===== src/rtl/ddr5_cmd_sequencer.sv =====
// Closed-page DDR5 command sequencer.
// Takes one request at a time from the MC queue and plays out
// ACT0/ACT1 -> RD0/RD1 or WR0/WR1 -> PRE, with programmable gaps between them.
// Only one bank is open at a time and every access ends in a precharge.
// All outputs are registered. The FSM state names the command or wait
// phase that is on the bus in the current cycle.
module ddr5_cmd_sequencer #(
  parameter int T_RCD = 8,
  parameter int T_RAS = 20,
  parameter int T_RTP = 4,
  parameter int T_CWL = 6,
  parameter int T_BL  = 4,
  parameter int T_WR  = 8,
  parameter int T_RP  = 8,
  parameter int CNT_W = 8
) (
  input  logic        clk,
  input  logic        rst_n,
  input  logic        req_valid,
  output logic        req_ready,
  input  logic [1:0]  req_op,
  input  logic [35:0] req_addr,
  output logic [2:0]  cmd_type,
  output logic        cmd_channel,
  output logic [2:0]  cmd_bg,
  output logic [1:0]  cmd_bank,
  output logic [15:0] cmd_row,
  output logic [5:0]  cmd_col,
  output logic        done,
  output logic        err_op
);

  typedef enum logic [2:0] {
    CMD_NOP  = 3'd0,
    CMD_ACT0 = 3'd1,
    CMD_ACT1 = 3'd2,
    CMD_RD0  = 3'd3,
    CMD_RD1  = 3'd4,
    CMD_WR0  = 3'd5,
    CMD_WR1  = 3'd6,
    CMD_PRE  = 3'd7
  } cmd_e;

  typedef enum logic [3:0] {
    S_IDLE,
    S_ACT0,
    S_ACT1,
    S_WAIT_RCD,
    S_CAS0,
    S_CAS1,
    S_WAIT_PRE,
    S_PRE,
    S_WAIT_RP
  } state_e;

  // Distance from CAS0 to PRE: the later of the tRAS bound (measured from
  // ACT0, which is tRCD earlier) and the op-specific recovery bound.
  localparam int RAS_FROM_CAS = T_RAS - T_RCD;
  localparam int WR_REC       = T_CWL + T_BL + T_WR;
  localparam int RD_GAP       = (RAS_FROM_CAS > T_RTP)  ? RAS_FROM_CAS : T_RTP;
  localparam int WR_GAP       = (RAS_FROM_CAS > WR_REC) ? RAS_FROM_CAS : WR_REC;

  // NOP cycles spent in each wait state. ACT1 and CAS1 occupy the first
  // cycle of their gaps, which gives the -2 terms below.
  localparam int RCD_WAIT = T_RCD - 2;
  localparam int RD_WAIT  = RD_GAP - 2;
  localparam int WR_WAIT  = WR_GAP - 2;
  localparam int RP_WAIT  = T_RP - 1;

  // The counter is loaded with (wait - 1) and the wait ends when it reaches zero.
  localparam logic [CNT_W-1:0] RCD_LOAD = CNT_W'(RCD_WAIT - 1);
  localparam logic [CNT_W-1:0] RD_LOAD  = CNT_W'(RD_WAIT - 1);
  localparam logic [CNT_W-1:0] WR_LOAD  = CNT_W'(WR_WAIT - 1);
  localparam logic [CNT_W-1:0] RP_LOAD  = CNT_W'(RP_WAIT - 1);

  localparam longint CNT_LIM = longint'(1) << CNT_W;
  localparam bit PARAM_OK = (T_RCD >= 2) && (T_RP >= 1) &&
                            (RD_GAP >= 2) && (WR_GAP >= 2) &&
                            (T_RAS < CNT_LIM) && (T_RCD < CNT_LIM) &&
                            (WR_REC < CNT_LIM) && (T_RP < CNT_LIM) &&
                            (RD_GAP < CNT_LIM) && (WR_GAP < CNT_LIM);

  state_e           state, state_nxt;
  logic [CNT_W-1:0] cnt, cnt_nxt;
  logic             is_wr, wr_nxt;
  logic             accept;
  cmd_e             cmd_nxt;
  logic             ready_nxt, done_nxt, err_nxt;
  cmd_e             cas0_cmd, cas1_cmd;
  logic             pre_wait_zero;
  logic [CNT_W-1:0] pre_load;
  logic             unused_addr_bits;

  // Address bits above the row and below the channel are not used by this decoder.
  assign unused_addr_bits = ^{req_addr[35:34], req_addr[5:0]};

  assign cas0_cmd      = is_wr ? CMD_WR0 : CMD_RD0;
  assign cas1_cmd      = is_wr ? CMD_WR1 : CMD_RD1;
  assign pre_wait_zero = is_wr ? (WR_WAIT == 0) : (RD_WAIT == 0);
  assign pre_load      = is_wr ? WR_LOAD : RD_LOAD;

  // State, counter and op-kind register.
  always_ff @(posedge clk) begin
    if (!rst_n) begin
      state <= S_IDLE;
      cnt   <= '0;
      is_wr <= 1'b0;
    end else begin
      state <= state_nxt;
      cnt   <= cnt_nxt;
      is_wr <= wr_nxt;
    end
  end

  // Next state and next-cycle outputs. A zero-length wait is skipped
  // by going straight to the state that follows it.
  always_comb begin
    state_nxt = state;
    cnt_nxt   = cnt;
    wr_nxt    = is_wr;
    accept    = 1'b0;
    cmd_nxt   = CMD_NOP;
    ready_nxt = 1'b0;
    done_nxt  = 1'b0;
    err_nxt   = 1'b0;
    case (state)
      S_IDLE: begin
        ready_nxt = 1'b1;
        if (req_valid) begin
          accept = 1'b1;
          if (req_op == 2'd3) begin
            err_nxt = 1'b1;
          end else begin
            state_nxt = S_ACT0;
            cmd_nxt   = CMD_ACT0;
            ready_nxt = 1'b0;
            wr_nxt    = (req_op == 2'd1);
          end
        end
      end
      S_ACT0: begin
        state_nxt = S_ACT1;
        cmd_nxt   = CMD_ACT1;
      end
      S_ACT1: begin
        if (RCD_WAIT == 0) begin
          state_nxt = S_CAS0;
          cmd_nxt   = cas0_cmd;
        end else begin
          state_nxt = S_WAIT_RCD;
          cnt_nxt   = RCD_LOAD;
        end
      end
      S_WAIT_RCD: begin
        if (cnt == '0) begin
          state_nxt = S_CAS0;
          cmd_nxt   = cas0_cmd;
        end else begin
          cnt_nxt = cnt - CNT_W'(1);
        end
      end
      S_CAS0: begin
        state_nxt = S_CAS1;
        cmd_nxt   = cas1_cmd;
      end
      S_CAS1: begin
        if (pre_wait_zero) begin
          state_nxt = S_PRE;
          cmd_nxt   = CMD_PRE;
          done_nxt  = 1'b1;
        end else begin
          state_nxt = S_WAIT_PRE;
          cnt_nxt   = pre_load;
        end
      end
      S_WAIT_PRE: begin
        if (cnt == '0) begin
          state_nxt = S_PRE;
          cmd_nxt   = CMD_PRE;
          done_nxt  = 1'b1;
        end else begin
          cnt_nxt = cnt - CNT_W'(1);
        end
      end
      S_PRE: begin
        if (RP_WAIT == 0) begin
          state_nxt = S_IDLE;
          ready_nxt = 1'b1;
        end else begin
          state_nxt = S_WAIT_RP;
          cnt_nxt   = RP_LOAD;
        end
      end
      S_WAIT_RP: begin
        if (cnt == '0) begin
          state_nxt = S_IDLE;
          ready_nxt = 1'b1;
        end else begin
          cnt_nxt = cnt - CNT_W'(1);
        end
      end
      default: begin
        state_nxt = S_IDLE;
        ready_nxt = 1'b1;
      end
    endcase
  end

  // Registered command bus. The address fields hold the last accepted request.
  always_ff @(posedge clk) begin
    if (!rst_n) begin
      req_ready   <= 1'b1;
      cmd_type    <= CMD_NOP;
      done        <= 1'b0;
      err_op      <= 1'b0;
      cmd_channel <= 1'b0;
      cmd_bg      <= '0;
      cmd_bank    <= '0;
      cmd_row     <= '0;
      cmd_col     <= '0;
    end else begin
      req_ready <= ready_nxt;
      cmd_type  <= cmd_nxt;
      done      <= done_nxt;
      err_op    <= err_nxt;
      if (accept) begin
        cmd_channel <= req_addr[6];
        cmd_bg      <= req_addr[9:7];
        cmd_bank    <= req_addr[11:10];
        cmd_row     <= req_addr[33:18];
        cmd_col     <= req_addr[17:12];
      end
    end
  end

  // Flags a timing parameter set that the counter or the state sequence cannot honour.
  always_ff @(posedge clk) begin
    param_ok_a: assert (PARAM_OK)
      else $error("ddr5_cmd_sequencer: illegal timing parameters");
  end

endmodule


===== config.mk =====
export PLATFORM = sky130hd
export DESIGN_NAME = ddr5_cmd_sequencer
export DESIGN_NICKNAME = d
export VERILOG_FILES = /design/src/rtl/ddr5_cmd_sequencer.sv
export SDC_FILE = /design/constraint.sdc
export NUM_CORES = 1
export LEC_CHECK = 0
export CAP_MARGIN = 20
export CORE_MARGIN = 2
export CORE_UTILIZATION = 35
export CTS_BUF_LIST = sky130_fd_sc_hd__clkbuf_4
export DETAILED_ROUTE_END_ITERATION = 10
export HOLD_SLACK_MARGIN = 0.06
export PLACE_DENSITY = 0.71
export SLEW_MARGIN = 15
export SYNTH_ARGS = -nofsm -noshare
export SYNTH_HDL_FRONTEND = slang
export SYNTH_SLANG_ARGS = --single-unit
export TNS_END_PERCENT = 1

===== constraint.sdc =====
create_clock -name clk -period 3.7 [get_ports clk]
set_input_delay 0.37 -clock clk [delete_from_list [all_inputs] [get_ports clk]]
set_output_delay 0.37 -clock clk [all_outputs]
set_load 0.05 [all_outputs]

==> results of run 1 <==
## logic make-up after synthesis
kind of cell | synth area share [%]
simple gates | 27.7
mux | 0.928
buf+inv | 4.58
xor+xnor | 1.22
compound gates | 19.9
fa+ha+maj | 2.09
flops | 43.6
## report_power, final
part | leakage (nW) | internal (W) | switching, W
combinational | 0.630 | 0.000208 | 0.000355
clock | 0.0317 | 0.0000809 | 0.000162
sequential | 0.384 | 0.000562 | 0.0000525
total | 1.05 | 0.000851 | 0.000569
## critical path, stage by stage, from the launching register on
cell,delay (ns)
dfxtp_1,0.53
or3_1,0.49
or3b_1,0.82
o221a_2,0.46
## worst paths after layout
kind         startpoint          to  slack (ns)  cells past startpoint
min          cmd_col[1]  cmd_col[1]        0.47                      2
max reg2reg    state[0]       is_wr        1.30                      3
min reg2reg  cmd_col[1]  cmd_col[1]        0.47                      2
max            state[0]       is_wr        1.30                      3
## state kept, by name (all words and copies together) (netlist names)
name and count:
req_ready 1, cmd_row 16, state 4, cmd_channel 1
err_op 1, cmd_type 3, cmd_bank 2, cmd_bg 3
cmd_col 6, done 1, is_wr 1, cnt 8
## stage by stage
step | hold slack [ns] | setup WS, ns
after floorplan | 0.440 | 1.90
after global placement | 0.450 | 1.29
after detailed placement | 0.456 | 1.29
after CTS | 0.474 | 1.27
after global routing | 0.496 | 1.15
final | 0.470 | 1.30
## cells in the final DEF, fill, tap and decap left out, drive strengths merged, types with 2 or more instances in the layout
cell / instances
nor4b: 3
a22oi: 4
nand2b: 3
buf: 2
clkdlybuf4s50: 66
nor2b: 6
clkbuf: 6
mux2i: 2
nor3: 3
or4: 2
nor2: 17
ha: 2
a21oi: 8
nand3: 9
inv: 4
nand2: 76
dfxtp: 47
nand3b: 2
maj3: 2
a21boi: 32
a211oi: 2
o21ai: 3
nor3b: 3
xor2: 2
o221a: 2
## metal layers
metal / up-vias / track usage [%]
met2: 36 / 28.1
li1: 1027 / -
met3: 8 / 3.48
met4: 0 / 6.39
met5: - / 0
met1: 915 / 19.1
## layout make-up
type                            count  share of cell area [%]
Inverter                            4                   0.517
Clock inverter                      2                   0.430
Timing Repair Buffer               68                    23.2
Multi-Input combinational cell    198                    38.7
Clock buffer                        6                    1.55
Tap cell                           75                    3.23
Sequential cell                    47                    32.4
==> results.sh, run 1 <==
export IMPL_postSynthAreaPerCell_um2=8.05
export IMPL_netlist_area_um2=2160
export IMPL_io_pin_count=75
export IMPL_leakage_nw=1.05
export IMPL_fin_cells=400
export IMPL_crit_path_max_fanout=31
export IMPL_worst_endpoint_required_ns=3.96
export IMPL_dieArea_um2=6810
export IMPL_clock_tree_root_cell="clkbuf_4"
export IMPL_drv_slew=0
export IMPL_clkSinkCount=47
export IMPL_vias=1986
export IMPL_cts_hold_buf=0
export IMPL_p_total_w=0.00142
export IMPL_area_delta_synth_final_pct=34.7
export IMPL_met3_length_um=182
export IMPL_tritoncts="yes"
export IMPL_run_status="completed"
export IMPL_final_cell_area_excluding_filler_cells_um2=2910
export IMPL_worstPathArrival_ns=2.66
export IMPL_synth_fp_nets=311
export IMPL_synthesis_yosys_warnings=0
export IMPL_buffer_ports_inserted=66
export IMPL_dr_pass1_iters=4
export IMPL_synth_cell_type_count=41
export IMPL_cts_buffers_inserted=5
export IMPL_nFillCells=599
export IMPL_synth_flop_cell="dfxtp_1"
export IMPL_finalNetCount=367
export IMPL_vdd_ir_drop_worst_mv=0.204
export IMPL_finClkSkew_ns=0.0130
export IMPL_design_core_area_um2=5960
export IMPL_globalplace_congestion=0.788
export IMPL_met2_wirelength_mm=2.37
export IMPL_ranking_of_synthesized_cells_by_area="dfxtp_1 44%, nand2_1 13%, a21boi_0 11%, nor2_1 3.0%, clkbuf_1 2.4%"
export IMPL_most_frequently_used_cell_type_in_the_post_synthesis_netlist="nand2_1"
export IMPL_final_util_pct=48.8
export IMPL_max_slew_worst_pin_slew_ns=1.05
export IMPL_pwr_density_cell_nw_per_um2=489
export IMPL_max_cap_viol_count=0
export IMPL_total_negative_setup_slack_ns=0
export IMPL_postSynthRegisterBits=47
export IMPL_cts_setup_buffers=0
export IMPL_synth_area_leader_cell="dfxtp_1"
export IMPL_detail_route_wirelength_met1_mm=2.33
export IMPL_route_detailed_wl_per_inst_um=12.4
export IMPL_wire_length_of_the_first_global_routing_pass_mm=8.40
export IMPL_globalRouteOverflowTotal=0
export IMPL_dpl_hpwl_mm=3.46
export IMPL_area_used_by_multi_input_combinational_logic_um2=1120
export IMPL_post_cts_resized_instances=0
export IMPL_min_clock_period_post_route_ns=2.40
export IMPL_hold_class="reg2reg"
export IMPL_yosys_area_top_type_share_pct=43.6
export IMPL_htree_levels=2
export IMPL_drt_antenna_violating_nets=0
export IMPL_hold_viol_final=0
export IMPL_first_iter_violations=98
export IMPL_starting_density_pct=36.2
export IMPL_drc=0
export IMPL_grt_pass1_vias=1854
export IMPL_placed_cell_area_um2=2850
export IMPL_async_reset_ff_share_pct=0
export IMPL_antenna_cells_inserted=0
export IMPL_cts_root_to_sink_buffers=2
export IMPL_drt_wl_total_mm=4.96
export IMPL_period_share_pct=65.0
export IMPL_clock_insertion_delay_worst_skew_ns=0.36
export IMPL_aggregate_global_route_resource_usage_pct=16.1
export IMPL_synth_sequential_area_ratio_pct=43.6
export IMPL_reg_area_um2=941
export IMPL_setup_viol=0
export IMPL_instance_count_of_the_mapped_netlist=268
export IMPL_cp_end_kind="flip-flop"
export IMPL_synth_edf_count=0
export IMPL_placementRows=28
export IMPL_post_place_cells=392
export IMPL_chipHeight_um=82.5
export IMPL_critical_path_startpoint_type="flip-flop"
export IMPL_rsz0062_at_grt="no"
export IMPL_worst_rel_slew_slack_pct=30.2
export IMPL_die_w_um=82.5
export IMPL_number_of_antenna_violations_at_the_first_check_in_global_routing=0
export IMPL_grt_max_degree=46
export IMPL_synth_commonest_cells="76 x nand2_1, 47 x dfxtp_1, 31 x a21boi_0"
export IMPL_clock_fmax_mhz=416
export IMPL_drive_above_1_share_pct=4.62
export IMPL_clk_slew_on_worst_s_h_paths_ns=0.14
export IMPL_top_layer_used="met4"
export IMPL_vias_per_cell=4.97
export IMPL_startpoint_to_endpoint_class_of_the_critical_path="reg2reg"
(Power assumes the default switching activity.)
==> run 2: changes to the inputs <==
--- a/config.mk
+++ b/config.mk
@@ -11,7 +11,7 @@
 export CTS_BUF_LIST = sky130_fd_sc_hd__clkbuf_4
 export DETAILED_ROUTE_END_ITERATION = 10
 export HOLD_SLACK_MARGIN = 0.06
-export PLACE_DENSITY = 0.71
+export PLACE_DENSITY = 0.73
 export SLEW_MARGIN = 15
 export SYNTH_ARGS = -nofsm -noshare
 export SYNTH_HDL_FRONTEND = slang
==> constraint.sdc (replaced) <==
create_clock -name clk -period 2.1 [get_ports clk]
set_input_delay 0.21 -clock clk [delete_from_list [all_inputs] [get_ports clk]]
set_output_delay 0.21 -clock clk [all_outputs]
set_load 0.05 [all_outputs]
==> run 2 against run 1 <==
Compared with the run above: setup slack lost 1.1 ns; flip-flop and latch count unchanged; clock power is 89% higher; design area grew 4.2%; total power up 84%; fmax grew 25%; die area did not move; global-route usage fell by 0.11 points; highest routed layer unchanged.
==> results.sh, run 2 (synthesized netlist as in run 1, its figures left out) <==
export IMPL_met2_resource_use_gr_pct=26.9
export IMPL_io_pin_count=75
export IMPL_route_detailed_wl_per_inst_um=12.3
export IMPL_rsz0062_at_grt="no"
export IMPL_vias=2040
export IMPL_minimum_hold_slack_ns=0.372
export IMPL_run_status="completed"
export IMPL_placementRows=28
export IMPL_drv_slew=0
export IMPL_hold_viol_final=0
export IMPL_cts_setup_buffers=0
export IMPL_p_total_w=0.00262
export IMPL_tritoncts="yes"
export IMPL_grt_max_degree=30
export IMPL_clock_tree_root_cell="clkbuf_4"
export IMPL_post_cts_resized_instances=0
export IMPL_setup_viol=0
export IMPL_drive_above_1_share_pct=8.55
export IMPL_globalRouteOverflowTotal=0
export IMPL_largest_register_ffs=16
export IMPL_nFillCells=579
export IMPL_htree_levels=2
export IMPL_vdd_ir_drop_worst_mv=0.412
export IMPL_cts_root_to_sink_buffers=2
export IMPL_pwr_density_cell_nw_per_um2=865
export IMPL_finClkSkew_ns=0.00886
export IMPL_startpoint_to_endpoint_class_of_the_critical_path="reg2reg"
export IMPL_cp_end_kind="flip-flop"
export IMPL_vias_per_cell=4.93
export IMPL_clock_fmax_mhz=520
export IMPL_worstPathArrival_ns=2.23
export IMPL_max_cap_viol_count=0
export IMPL_dr_pass1_iters=4
export IMPL_grt_pass1_vias=1815
export IMPL_leakage_nw=1.12
export IMPL_worst_endpoint_required_ns=2.41
export IMPL_starting_density_pct=36.2
export IMPL_wire_length_of_the_first_global_routing_pass_mm=8.56
export IMPL_hold_class="in2reg"
export IMPL_crit_path_max_fanout=13
export IMPL_globalplace_congestion=0.792
export IMPL_first_iter_violations=149
export IMPL_clkSinkCount=47
export IMPL_max_slew_worst_pin_slew_ns=0.543
export IMPL_register_with_the_highest_flop_count="cmd_row"
export IMPL_groute_layer_met1_usage_pct=20.4
export IMPL_clk_slew_on_worst_s_h_paths_ns=0.15
export IMPL_area_delta_synth_final_pct=40.3
export IMPL_total_negative_setup_slack_ns=0
export IMPL_aggregate_global_route_resource_usage_pct=16.0
export IMPL_antenna_cells_inserted=0
export IMPL_cts_buffers_inserted=5
export IMPL_design_core_area_um2=5960
export IMPL_dieArea_um2=6810
export IMPL_finalNetCount=381
export IMPL_chipHeight_um=82.5
export IMPL_critical_path_startpoint_type="flip-flop"
export IMPL_drt_wl_total_mm=5.09
export IMPL_period_share_pct=91.6
export IMPL_drc=0
export IMPL_grt_util_met3_pct=3.37
export IMPL_buffer_ports_inserted=66
export IMPL_die_w_um=82.5
export IMPL_cts_hold_buf=0
export IMPL_dpl_hpwl_mm=3.66
export IMPL_worst_rel_slew_slack_pct=63.3
export IMPL_min_clock_period_post_route_ns=1.92
export IMPL_layout_cells_most_common_list="76 x nand2_1, 66 x clkdlybuf4s50_1, 47 x dfxtp_1"
export IMPL_grt_busiest_layer="met2"
export IMPL_number_of_antenna_violations_at_the_first_check_in_global_routing=0
export IMPL_clock_insertion_delay_worst_skew_ns=0.37
export IMPL_largestRegisters="cmd_row: 16 flops, cnt: 8 flops, cmd_col: 6 flops"
export IMPL_layout_commonest_cell="nand2_1"
export IMPL_drt_antenna_violating_nets=0
run 2: critical path, cell delays in order, from the launching register on:
cell and delay [ns]:
dfxtp_1 0.46, or4b_4 0.57, nand2_1 0.09, a21oi_1 0.08, or4_1 0.53, a21boi_1 0.14
run 2: layout make-up:
cell class / instances / area (um2) / area share (%)
multi-input combinational: 198 / 1120 / 37.1
sequential: 47 / 941 / 31.1
timing repair buffer: 82 / 793 / 26.2
tap: 75 / 93.8 / 3.10
clock buffer: 6 / 45.0 / 1.49
clock inverter: 2 / 16.3 / 0.537
inverter: 4 / 15.0 / 0.496
run 2: final timing paths:
kind / endpoint / cells past startpoint / from / slack (ns)
max: cnt[2] / 5 / state[2] / 0.18
min: cmd_col[5] / 3 / req_addr[17] / 0.37
max reg2reg: cnt[2] / 5 / state[2] / 0.18
min reg2reg: cmd_col[4] / 2 / cmd_col[4] / 0.47
run 2: routing by layer:
layer	vias up	wire length, um
met2	51	2420
met4	0	88
met3	8	229
met1	933	2340
li1	1048	-
met5	-	0
run 2: report_power, final:
group          internal, W  switching [W]  total (W)
clock             0.000149       0.000311   0.000460
combinational     0.000432       0.000662    0.00109
sequential        0.000991      0.0000719    0.00106
run 2: through the flow:
step	util [%]	setup WS [ns]	cell area, um2	cells
detailed placement	49.8	0.223	2970	406
global placement	49.8	0.240	2970	406
global route	50.8	0.0551	3030	414
floorplan	-	0.296	2160	268
finish	50.8	0.176	3030	414
CTS	50.8	0.186	3030	414
==> run 3: changes to the inputs <==
--- a/config.mk
+++ b/config.mk
@@ -5,10 +5,12 @@
 export SDC_FILE = /design/constraint.sdc
 export NUM_CORES = 1
 export LEC_CHECK = 0
+export ABC_CLOCK_PERIOD_IN_PS = 2100
 export CAP_MARGIN = 20
 export CORE_MARGIN = 2
 export CORE_UTILIZATION = 35
 export CTS_BUF_LIST = sky130_fd_sc_hd__clkbuf_4
+export CTS_CLUSTER_SIZE = 14
 export DETAILED_ROUTE_END_ITERATION = 10
 export HOLD_SLACK_MARGIN = 0.06
 export PLACE_DENSITY = 0.73
==> results of run 3 <==
No change in the layout: final DEF, timing and power equal those of run 2.
